==> config.mk <==
export PLATFORM = sky130hd
export DESIGN_NAME = rc4_task_ctrl
export DESIGN_NICKNAME = d
export VERILOG_FILES = /design/src/rtl/rc4_pkg.sv /design/src/rtl/flopr_en.sv /design/src/rtl/rc4_smem_mux.sv /design/src/rtl/rc4_task_ctrl.sv
export SDC_FILE = /design/constraint.sdc
export NUM_CORES = 1
export LEC_CHECK = 0
export BUFFER_PORTS_ARGS = -buffer_cell sky130_fd_sc_hd__buf_2
export CORE_MARGIN = 1.5
export CORE_UTILIZATION = 56
export CTS_BUF_LIST = sky130_fd_sc_hd__clkbuf_8
export DETAILED_ROUTE_END_ITERATION = 16
export MAX_ROUTING_LAYER = met4
export PLACE_DENSITY = 0.95
export SETUP_SLACK_MARGIN = 0.4
export SLEW_MARGIN = 10
export SYNTH_ARGS = -nofsm -noshare
export SYNTH_HDL_FRONTEND = slang
export SYNTH_SLANG_ARGS = --single-unit
==> constraint.sdc <==
create_clock -name clk -period 4.35 [get_ports clk]
set_input_delay 0.2175 -clock clk [delete_from_list [all_inputs] [get_ports clk]]
set_output_delay 0.2175 -clock clk [all_outputs]
set_load 0.05 [all_outputs]
==> src/rtl/rc4_pkg.sv <==
// Shared types and constants for the RC4 key-search sequencer.
// Contents: sequencer state enum, S-RAM phase-select enum, plaintext byte limits,
// and helpers to classify a plaintext byte and map a state onto its phase.
package rc4_pkg;

  typedef enum logic [3:0] {
    StHold,
    StIdle,
    StInitGo,
    StInitWait,
    StShufGo,
    StShufWait,
    StDecGo,
    StDecWait,
    StCheck,
    StNextKey,
    StDoneOk,
    StDoneFail
  } state_e;

  typedef enum logic [1:0] {
    PhNone,
    PhInit,
    PhShuf,
    PhDec
  } phase_e;

  localparam logic [7:0] ByteLowA  = 8'h61;
  localparam logic [7:0] ByteLowZ  = 8'h7A;
  localparam logic [7:0] ByteSpace = 8'h20;

  // Plaintext is accepted only if every byte is a lowercase letter or a space.
  function automatic logic is_legal_byte(input logic [7:0] b);
    return ((b >= ByteLowA) && (b <= ByteLowZ)) || (b == ByteSpace);
  endfunction

  // Which phase owns the S-RAM port while the sequencer sits in a given state.
  function automatic phase_e phase_of(input state_e s);
    phase_e ph;
    ph = PhNone;
    case (s)
      StInitGo, StInitWait: ph = PhInit;
      StShufGo, StShufWait: ph = PhShuf;
      StDecGo, StDecWait:   ph = PhDec;
      default:              ph = PhNone;
    endcase
    return ph;
  endfunction

endpackage

==> src/rtl/flopr_en.sv <==
// Generic enabled register with asynchronous active-high reset to zero.
// Ports: clk_i clock, rst_i async reset, en_i load enable, d_i next value, q_o state.
module flopr_en #(
  parameter int unsigned Width = 8
) (
  input  logic             clk_i,
  input  logic             rst_i,
  input  logic             en_i,
  input  logic [Width-1:0] d_i,
  output logic [Width-1:0] q_o
);

  always_ff @(posedge clk_i or posedge rst_i) begin
    if (rst_i) begin
      q_o <= '0;
    end else if (en_i) begin
      q_o <= d_i;
    end
  end

endmodule

==> src/rtl/rc4_smem_mux.sv <==
// 3:1 S-RAM port mux. The selected phase's address/data/write-enable pass straight
// through; with no phase selected the port is driven to all zeros.
// Ports: sel_i phase select, <phase>_{addr,data,wren}_i per-phase requests,
// s_{addr,data,wren}_o shared S-RAM port.
module rc4_smem_mux
  import rc4_pkg::*;
(
  input  phase_e     sel_i,
  input  logic [7:0] init_addr_i,
  input  logic [7:0] init_data_i,
  input  logic       init_wren_i,
  input  logic [7:0] shuf_addr_i,
  input  logic [7:0] shuf_data_i,
  input  logic       shuf_wren_i,
  input  logic [7:0] dec_addr_i,
  input  logic [7:0] dec_data_i,
  input  logic       dec_wren_i,
  output logic [7:0] s_addr_o,
  output logic [7:0] s_data_o,
  output logic       s_wren_o
);

  always_comb begin
    s_addr_o = 8'h00;
    s_data_o = 8'h00;
    s_wren_o = 1'b0;
    unique case (sel_i)
      PhInit: begin
        s_addr_o = init_addr_i;
        s_data_o = init_data_i;
        s_wren_o = init_wren_i;
      end
      PhShuf: begin
        s_addr_o = shuf_addr_i;
        s_data_o = shuf_data_i;
        s_wren_o = shuf_wren_i;
      end
      PhDec: begin
        s_addr_o = dec_addr_i;
        s_data_o = dec_data_i;
        s_wren_o = dec_wren_i;
      end
      default: ;
    endcase
  end

endmodule

==> src/rtl/rc4_task_ctrl.sv <==
// RC4 key-search sequencer. For each candidate key it runs init, shuffle and decrypt
// in turn, owns the shared S-RAM port, and screens every decrypted byte. Stops on the
// first key whose plaintext is all lowercase/space, or after KEY_MAX has failed.
// Ports: clk/reset; go request; per-phase start pulses, finished inputs and S-RAM
// requests; muxed s_addr/s_data/s_wren; monitored d_wren/d_data; key; busy/found/fail.
module rc4_task_ctrl
  import rc4_pkg::*;
#(
  parameter int unsigned       KEY_W   = 24,
  parameter logic [KEY_W-1:0]  KEY_MAX = KEY_W'(24'h3FFFFF),
  parameter int unsigned       MSG_LEN = 32,
  parameter int unsigned       HOLDOFF = 1024
) (
  input  logic             clk,
  input  logic             reset,
  input  logic             go,
  output logic             init_start,
  output logic             shuf_start,
  output logic             dec_start,
  input  logic             init_finished,
  input  logic             shuf_finished,
  input  logic             dec_finished,
  input  logic [7:0]       init_addr,
  input  logic [7:0]       init_data,
  input  logic             init_wren,
  input  logic [7:0]       shuf_addr,
  input  logic [7:0]       shuf_data,
  input  logic             shuf_wren,
  input  logic [7:0]       dec_addr,
  input  logic [7:0]       dec_data,
  input  logic             dec_wren,
  output logic [7:0]       s_addr,
  output logic [7:0]       s_data,
  output logic             s_wren,
  input  logic             d_wren,
  input  logic [7:0]       d_data,
  output logic [KEY_W-1:0] key,
  output logic             busy,
  output logic             found,
  output logic             fail
);

  localparam logic [9:0]       HoldLast = 10'(HOLDOFF - 1);
  localparam logic [5:0]       MsgLenW  = 6'(MSG_LEN);
  localparam logic [KEY_W-1:0] KeyOne   = KEY_W'(1);

  state_e state_q, state_d;
  phase_e ph_sel_q, ph_sel_d;
  logic   init_start_q, init_start_d;
  logic   shuf_start_q, shuf_start_d;
  logic   dec_start_q, dec_start_d;
  logic   found_q, found_d;
  logic   fail_q, fail_d;
  logic   bad_q, bad_d;

  logic [9:0]       hold_cnt_q, hold_cnt_d;
  logic             hold_cnt_en;
  logic [KEY_W-1:0] key_q, key_d;
  logic             key_en;
  logic [5:0]       wr_cnt_q, wr_cnt_d;
  logic             wr_cnt_en;

  logic clear_run, next_key, dec_write, bad_now;

  assign clear_run = (state_q == StIdle) && go;
  assign next_key  = (state_q == StNextKey);
  assign dec_write = (state_q == StDecWait) && d_wren;
  // A short or long message counts as bad even if every byte seen was legal.
  assign bad_now   = bad_q || (wr_cnt_q != MsgLenW);

  always_comb begin
    state_d = state_q;
    case (state_q)
      StHold:     if (hold_cnt_q == HoldLast) state_d = StIdle;
      StIdle:     if (go) state_d = StInitGo;
      StInitGo:   state_d = StInitWait;
      StInitWait: if (init_finished) state_d = StShufGo;
      StShufGo:   state_d = StShufWait;
      StShufWait: if (shuf_finished) state_d = StDecGo;
      StDecGo:    state_d = StDecWait;
      StDecWait:  if (dec_finished) state_d = StCheck;
      StCheck: begin
        if (!bad_now)              state_d = StDoneOk;
        else if (key_q == KEY_MAX) state_d = StDoneFail;
        else                       state_d = StNextKey;
      end
      StNextKey:  state_d = StInitGo;
      StDoneOk, StDoneFail: if (!go) state_d = StIdle;
      default:    state_d = StHold;
    endcase
  end

  always_comb begin
    // Select tracks the next state so the registered value lines up with state_q.
    ph_sel_d     = phase_of(state_d);
    init_start_d = (state_q == StInitGo);
    shuf_start_d = (state_q == StShufGo);
    dec_start_d  = (state_q == StDecGo);

    found_d = found_q;
    fail_d  = fail_q;
    if (clear_run) begin
      found_d = 1'b0;
      fail_d  = 1'b0;
    end else if (state_q == StCheck) begin
      if (state_d == StDoneOk)   found_d = 1'b1;
      if (state_d == StDoneFail) fail_d  = 1'b1;
    end

    bad_d = bad_q;
    if (clear_run || next_key) begin
      bad_d = 1'b0;
    end else if (dec_write && !is_legal_byte(d_data)) begin
      bad_d = 1'b1;
    end else if ((state_q == StCheck) && bad_now) begin
      bad_d = 1'b1;
    end

    hold_cnt_en = (state_q == StHold);
    hold_cnt_d  = hold_cnt_q + 10'd1;

    key_en = clear_run || (next_key && (key_q != KEY_MAX));
    key_d  = clear_run ? '0 : key_q + KeyOne;

    wr_cnt_en = clear_run || next_key || dec_write;
    wr_cnt_d  = (clear_run || next_key) ? 6'd0 : wr_cnt_q + 6'd1;
  end

  always_ff @(posedge clk or posedge reset) begin
    if (reset) begin
      state_q      <= StHold;
      ph_sel_q     <= PhNone;
      init_start_q <= 1'b0;
      shuf_start_q <= 1'b0;
      dec_start_q  <= 1'b0;
      found_q      <= 1'b0;
      fail_q       <= 1'b0;
      bad_q        <= 1'b0;
    end else begin
      state_q      <= state_d;
      ph_sel_q     <= ph_sel_d;
      init_start_q <= init_start_d;
      shuf_start_q <= shuf_start_d;
      dec_start_q  <= dec_start_d;
      found_q      <= found_d;
      fail_q       <= fail_d;
      bad_q        <= bad_d;
    end
  end

  flopr_en #(.Width(10)) u_hold_cnt (
    .clk_i(clk), .rst_i(reset), .en_i(hold_cnt_en), .d_i(hold_cnt_d), .q_o(hold_cnt_q)
  );

  flopr_en #(.Width(KEY_W)) u_key (
    .clk_i(clk), .rst_i(reset), .en_i(key_en), .d_i(key_d), .q_o(key_q)
  );

  flopr_en #(.Width(6)) u_wr_cnt (
    .clk_i(clk), .rst_i(reset), .en_i(wr_cnt_en), .d_i(wr_cnt_d), .q_o(wr_cnt_q)
  );

  rc4_smem_mux u_smem_mux (
    .sel_i       (ph_sel_q),
    .init_addr_i (init_addr),
    .init_data_i (init_data),
    .init_wren_i (init_wren),
    .shuf_addr_i (shuf_addr),
    .shuf_data_i (shuf_data),
    .shuf_wren_i (shuf_wren),
    .dec_addr_i  (dec_addr),
    .dec_data_i  (dec_data),
    .dec_wren_i  (dec_wren),
    .s_addr_o    (s_addr),
    .s_data_o    (s_data),
    .s_wren_o    (s_wren)
  );

  assign init_start = init_start_q;
  assign shuf_start = shuf_start_q;
  assign dec_start  = dec_start_q;
  assign key        = key_q;
  assign found      = found_q;
  assign fail       = fail_q;
  assign busy       = !((state_q == StHold) || (state_q == StIdle) ||
                        (state_q == StDoneOk) || (state_q == StDoneFail));

endmodule
### Word-level counts from Yosys, hierarchy flattened

Index checks and enable logic that the tools add are counted.

| cells by class | value |
|---|---|
| eq/ne operators | 27 |
| reductions and logical operators | 27 |
| $add $sub $neg | 3 |
| order comparisons | 2 |
| muxes and demuxes | 24 |

Operators with widths:

| operator | count |
|---|---|
| $pmux W8 S3 | 2 |
| $pmux W4 S11 | 1 |
| $eq A4 B3 Y1 const B | 8 |
| $add A24 B1 Y24 const B | 1 |
| $eq A24 B22 Y1 const B | 1 |
| $eq A4 B4 Y1 const B | 6 |
| $mux W24 | 1 |
| $mux W4 | 6 |
| $ne A24 B22 Y1 const B | 1 |
| $eq A4 B2 Y1 const B | 4 |
| $add A10 B1 Y10 const B | 1 |
| $eq A10 B10 Y1 const B | 1 |
| $mux W1 | 9 |
| $eq A8 B6 Y1 const B | 1 |
| $ge A8 B7 Y1 const B | 1 |
| $le A8 B7 Y1 const B | 1 |
| $logic_or A1 B1 Y1 | 8 |
| $reduce_or A2 Y1 | 4 |
| $add A6 B1 Y6 const B | 1 |
| $logic_and A1 B1 Y1 | 6 |
| $mux W6 | 1 |
| $ne A6 B6 Y1 const B | 1 |
| $pmux W2 S3 | 1 |
| $reduce_bool A2 Y1 | 3 |
| 9 further kinds | 13 |

| storage, ports and cells | value |
|---|---|
| register bits after elaboration | 52 |
| input port bits | 66 |

### Depth between registers and ports, before layout

| logic depth | value |
|---|---|
| depth in word-level cells | 8 |
| depth in mapped cells | 7 |

### Modules after synthesis

A second synthesis with hierarchy kept.

| unflattened totals | value |
|---|---|
| cells, all modules | 345 |
| area total of the unflattened synthesis | 3607.2 sq um |

By module, submodules not included:

| module | instances | cells each | seq. area each (sq um) | area each (sq um) |
|---|---|---|---|---|
| rc4_task_ctrl | 1 | 216 | 300.3 | 1481.4 |
| flopr_en (u_key) | 1 | 52 | 600.6 | 1001.0 |
| rc4_smem_mux | 1 | 41 | 0.0 | 454.2 |
| flopr_en (u_hold_cnt) | 1 | 22 | 250.2 | 415.4 |
| flopr_en (u_wr_cnt) | 1 | 14 | 150.1 | 255.2 |

### Worst setup path before layout

OpenSTA, ideal clock, no wires.

| timing | value |
|---|---|
| kind | flip-flop to flip-flop |
| from | register u_key.q_o[0] |
| to | register u_key.q_o[3] |
| stages on the path, launching flop included | 8 |
| path slack | 2.256 ns |
| data arrival time | 2.027 ns |
| data required time | 4.283 ns |
| clock period less this slack | 2.094 ns |
| setup time | 0.067 ns |
| path buffers | 1 |
| cells stage by stage | dfrtp_1 ha_1 and3_1 nand4b_1 buf_2 o21ai_2 or4_1 nand2_1 |

| between the ends | value |
|---|---|
| word-level cells in the longest chain between the ends | 3 |

RTL lines:

| element | line | RTL |
|---|---|---|
| start, declared | flopr_en.sv:10 | `output logic [Width-1:0] q_o` |
| start signal, assigned | flopr_en.sv:17 | `q_o <= d_i;` |
| parallel branches: the longest is 3 deep, another holds $add A24 B1 Y24 | n/a |  |

Several ways; the timed one is not identified.
A chain may end at the register's enable or synchronous reset.

### Worst setup path after layout

| timing | value |
|---|---|
| from | register ph_sel_q[0] |
| to | output s_data[3] |

| between the ends | value |
|---|---|
| word-level cells in the longest chain between the ends | 2 |

RTL lines:

| element | line | RTL |
|---|---|---|
| start, declared | rc4_task_ctrl.sv:48 | `phase_e ph_sel_q, ph_sel_d;` |
| start signal, assigned | rc4_task_ctrl.sv:132 | `ph_sel_q <= PhNone;` |
| start signal, assigned | rc4_task_ctrl.sv:141 | `ph_sel_q <= ph_sel_d;` |
| $eq A2 B2 Y1 or $eq A2 B1 Y1 (tied branches) | rc4_smem_mux.sv:27 | `unique case (sel_i)` |
| $pmux W8 S3 * | rc4_smem_mux.sv:27 |  |
| end, declared | rc4_task_ctrl.sv:33 | `output logic [7:0] s_data,` |

Mark *: on every way between the ends. The rest lies on a longest branch, timed or not.

==> flow_summary.toml <==
[die]
initial_core_util = 0.5752
num_rows = 27
fp.dieH_um = 77.98
io_pins = 113
dieArea_um2 = 6080
coreArea_um2 = 5473
die_w_um = 77.98

[yosys]
synth_edf_count = 0
synth_area_leader_cell = "dfrtp_1"
synthesis.area_um2 = 3148
yosys-top-cells-count = "dfrtp_1 (52), nor2_1 (32), nand3_1 (20)"
async_reset_ff_frac = 1.000
synth_seq_cells = 52
syn_area_per_cell_um2 = 9.598
synth_top_cell_area_share = 0.4134
postSynthCellCount = 328
netlist-cell-type-count = 53
yosys.cell_count.top_type = "dfrtp_1"
yosysWarnings = 0
synthTopCellsByArea = "dfrtp_1 (41%), mux2_2 (6.4%), a22o_1 (4.7%)"
ys_seq_area_frac = 0.4134
synth_nets = 398
ys_dominant_reg_cell = "dfrtp_1"

[grt]
overflow = 0
track_usage = 0.2685
grt_max_degree = 53
grt_pass1_wl_um = 12730
grt_pass1_vias = 2738
antenna_found_initial = 0

[drt]
wirelength_um = 8085
drc_errors = 0
vias_per_cell = 5.953
vias = 3012
ant_nets = 0
avgRoutedWirePerCell_um = 15.98
drt-pass1-iter-count = 4
initialDrtViolationCount = 206

[clock_network]
post_cts_buffers = 0
cts_tree = "yes"
numCtsBuffers = 5
cts_max_level = 2
cts.sink_count = 52
cts-root-buf = "clkbuf_8"
clk_pin_slew_worst_paths_ps = 100
cts_buffer_depth = 2
cts_resized = 0
clock_latency_ps = 310
cts_hold_buf = 0

[power_and_ir_drop]
p_leak_uw = 0.001853
vdd_ir_drop_max_v = 0.0003078
power_density_nw_per_um2 = 542.8

[finish]
syn2layout_area_growth_pct = 21.86
final_util = 0.7010
antennaDiodeCount = 0
instances_no_fill = 506
drive_gt1_frac = 0.3410
fin_nets = 503

[worst_setup_path]
worstSetupPathType = "reg -> out"
critical_path.cell_chain = "nor2b_1 > a22o_1 > buf_2"
cp_max_fo = 18
cpMaxStageDelayCell = "nor2b_1"
cp.arrival_ps = 2610
cpPeakStageDelay_ps = 970
critPathRequiredTime_ps = 4130
cp-end-kind = "output port"
cp-start-kind = "flop"

[placement]
place_inst = 498
numPortBuffers = 112
dpl.hpwl_um = 5973
routabilityCongestion = 0.8771

[sta]
relSlewSlack = 0.2422
hold_viol = 0
fin_worst_skew_ps = 4.865
rsz0062_at_grt = "false"
worst_pin_slew_ps = 1134
setup_viol = 0
period_needed_ps = 2826
hold_slack_ps = 167.0
period_share = 0.6496
report.final.slew_viol_count = 0
max_freq_mhz = 353.9
fin_tns_setup_ps = 0

[worst_hold_path]
min_path_type = "in -> async"

[run_status]
outcome = "completed"

[run]
drv_cap = 0
[area by class of cell]
| cell class | instances | area (um^2) |
|---|---|---|
| fillers | 439 | 1637 |
| repair buffers | 112 | 560.5 |
| clock inverters | 3 | 23.77 |
| flip-flops and latches | 52 | 1301 |
| well taps | 72 | 90.09 |
| clock buffers | 5 | 68.82 |
| inverters | 12 | 45.04 |
| multi-input cells | 250 | 1747 |
[flip-flops by register name (all words and copies together) (netlist names)]
signal,count
u_key.q_o,24
u_hold_cnt.q_o,10
u_wr_cnt.q_o,6
state_q,4
ph_sel_q,2
bad_q,1
dec_start,1
fail,1
found,1
init_start,1
shuf_start,1
[routing by layer]
metal,global-route usage,share of wire
met1,0.3252,0.39
met2,0.4617,0.52
met3,0.05059,0.077
met4,0.06964,0.016
met5,-,0
[worst paths after layout]
kind                                           to  slack, ps               from  depth (start not counted)
min in group clk                       state_q[2]        270       dec_finished                          4
worst min register to register  u_hold_cnt.q_o[2]        470  u_hold_cnt.q_o[2]                          1
max in group asynchronous       u_hold_cnt.q_o[9]       3520              reset                          2
worst max register to register      u_key.q_o[17]       1970       u_key.q_o[0]                          6
worst max-delay path                    s_data[3]       1520        ph_sel_q[0]                          3
worst min-delay path                 u_key.q_o[6]        170              reset                          2
[layout by cell type, fill, tap and decap left out, types with 4 or more instances in the layout]
cell        n
a21oi_1     8
a22o_1     17
and3_1      8
buf_2     112
clkbuf_8    5
dfrtp_1    52
ha_1        4
inv_1      11
mux2_2     18
nand2_1    15
nand2b_1    4
nand3_1    20
nand4_1    13
nor2_1     32
nor2b_1     8
nor3_1      4
nor4_1      5
o211ai_1    8
o21ai_0    13
o31ai_1     6
or4_1       4
xnor2_1    11
xor2_1     12
[cell families (layout without fill, tap and decap cells)]
kind of cell	count (synthesis)	after routing	synth area share
and+or+nand+nor	133	133	0.2429
AOI/OAI and AO/OA	71	71	0.1646
DFF	52	52	0.4134
buffers and inverters	26	132	0.03179
xor gates and xnor gates	23	23	0.06399
muxes	19	19	0.06757
adders and majority gates	4	4	0.01590
[critical path: cells and delay by family, from the launching register on]
kind            cells  cell delay, ps
compound gates      1             280
buf+inv             1             260
simple gates        1             970
flops               1             780
[where the power goes]
group	internal, uW	switching [uW]
Clock	114	166
Sequential	579	179
Combinational	349	695
Total	1040	1040
[metrics by stage]
step	total power, uW	setup WS (ps)	cell area (um^2)
2_1_floorplan	1580	2256	3148
3_3_place_gp	1770	2045	3744
3_5_place_dp	1804	1876	3744
4_1_cts	2087	1533	3836
5_1_grt	2196	1367	3836
6_report	2082	1524	3836
No activity file was read; power rests on OpenSTA's default activity.
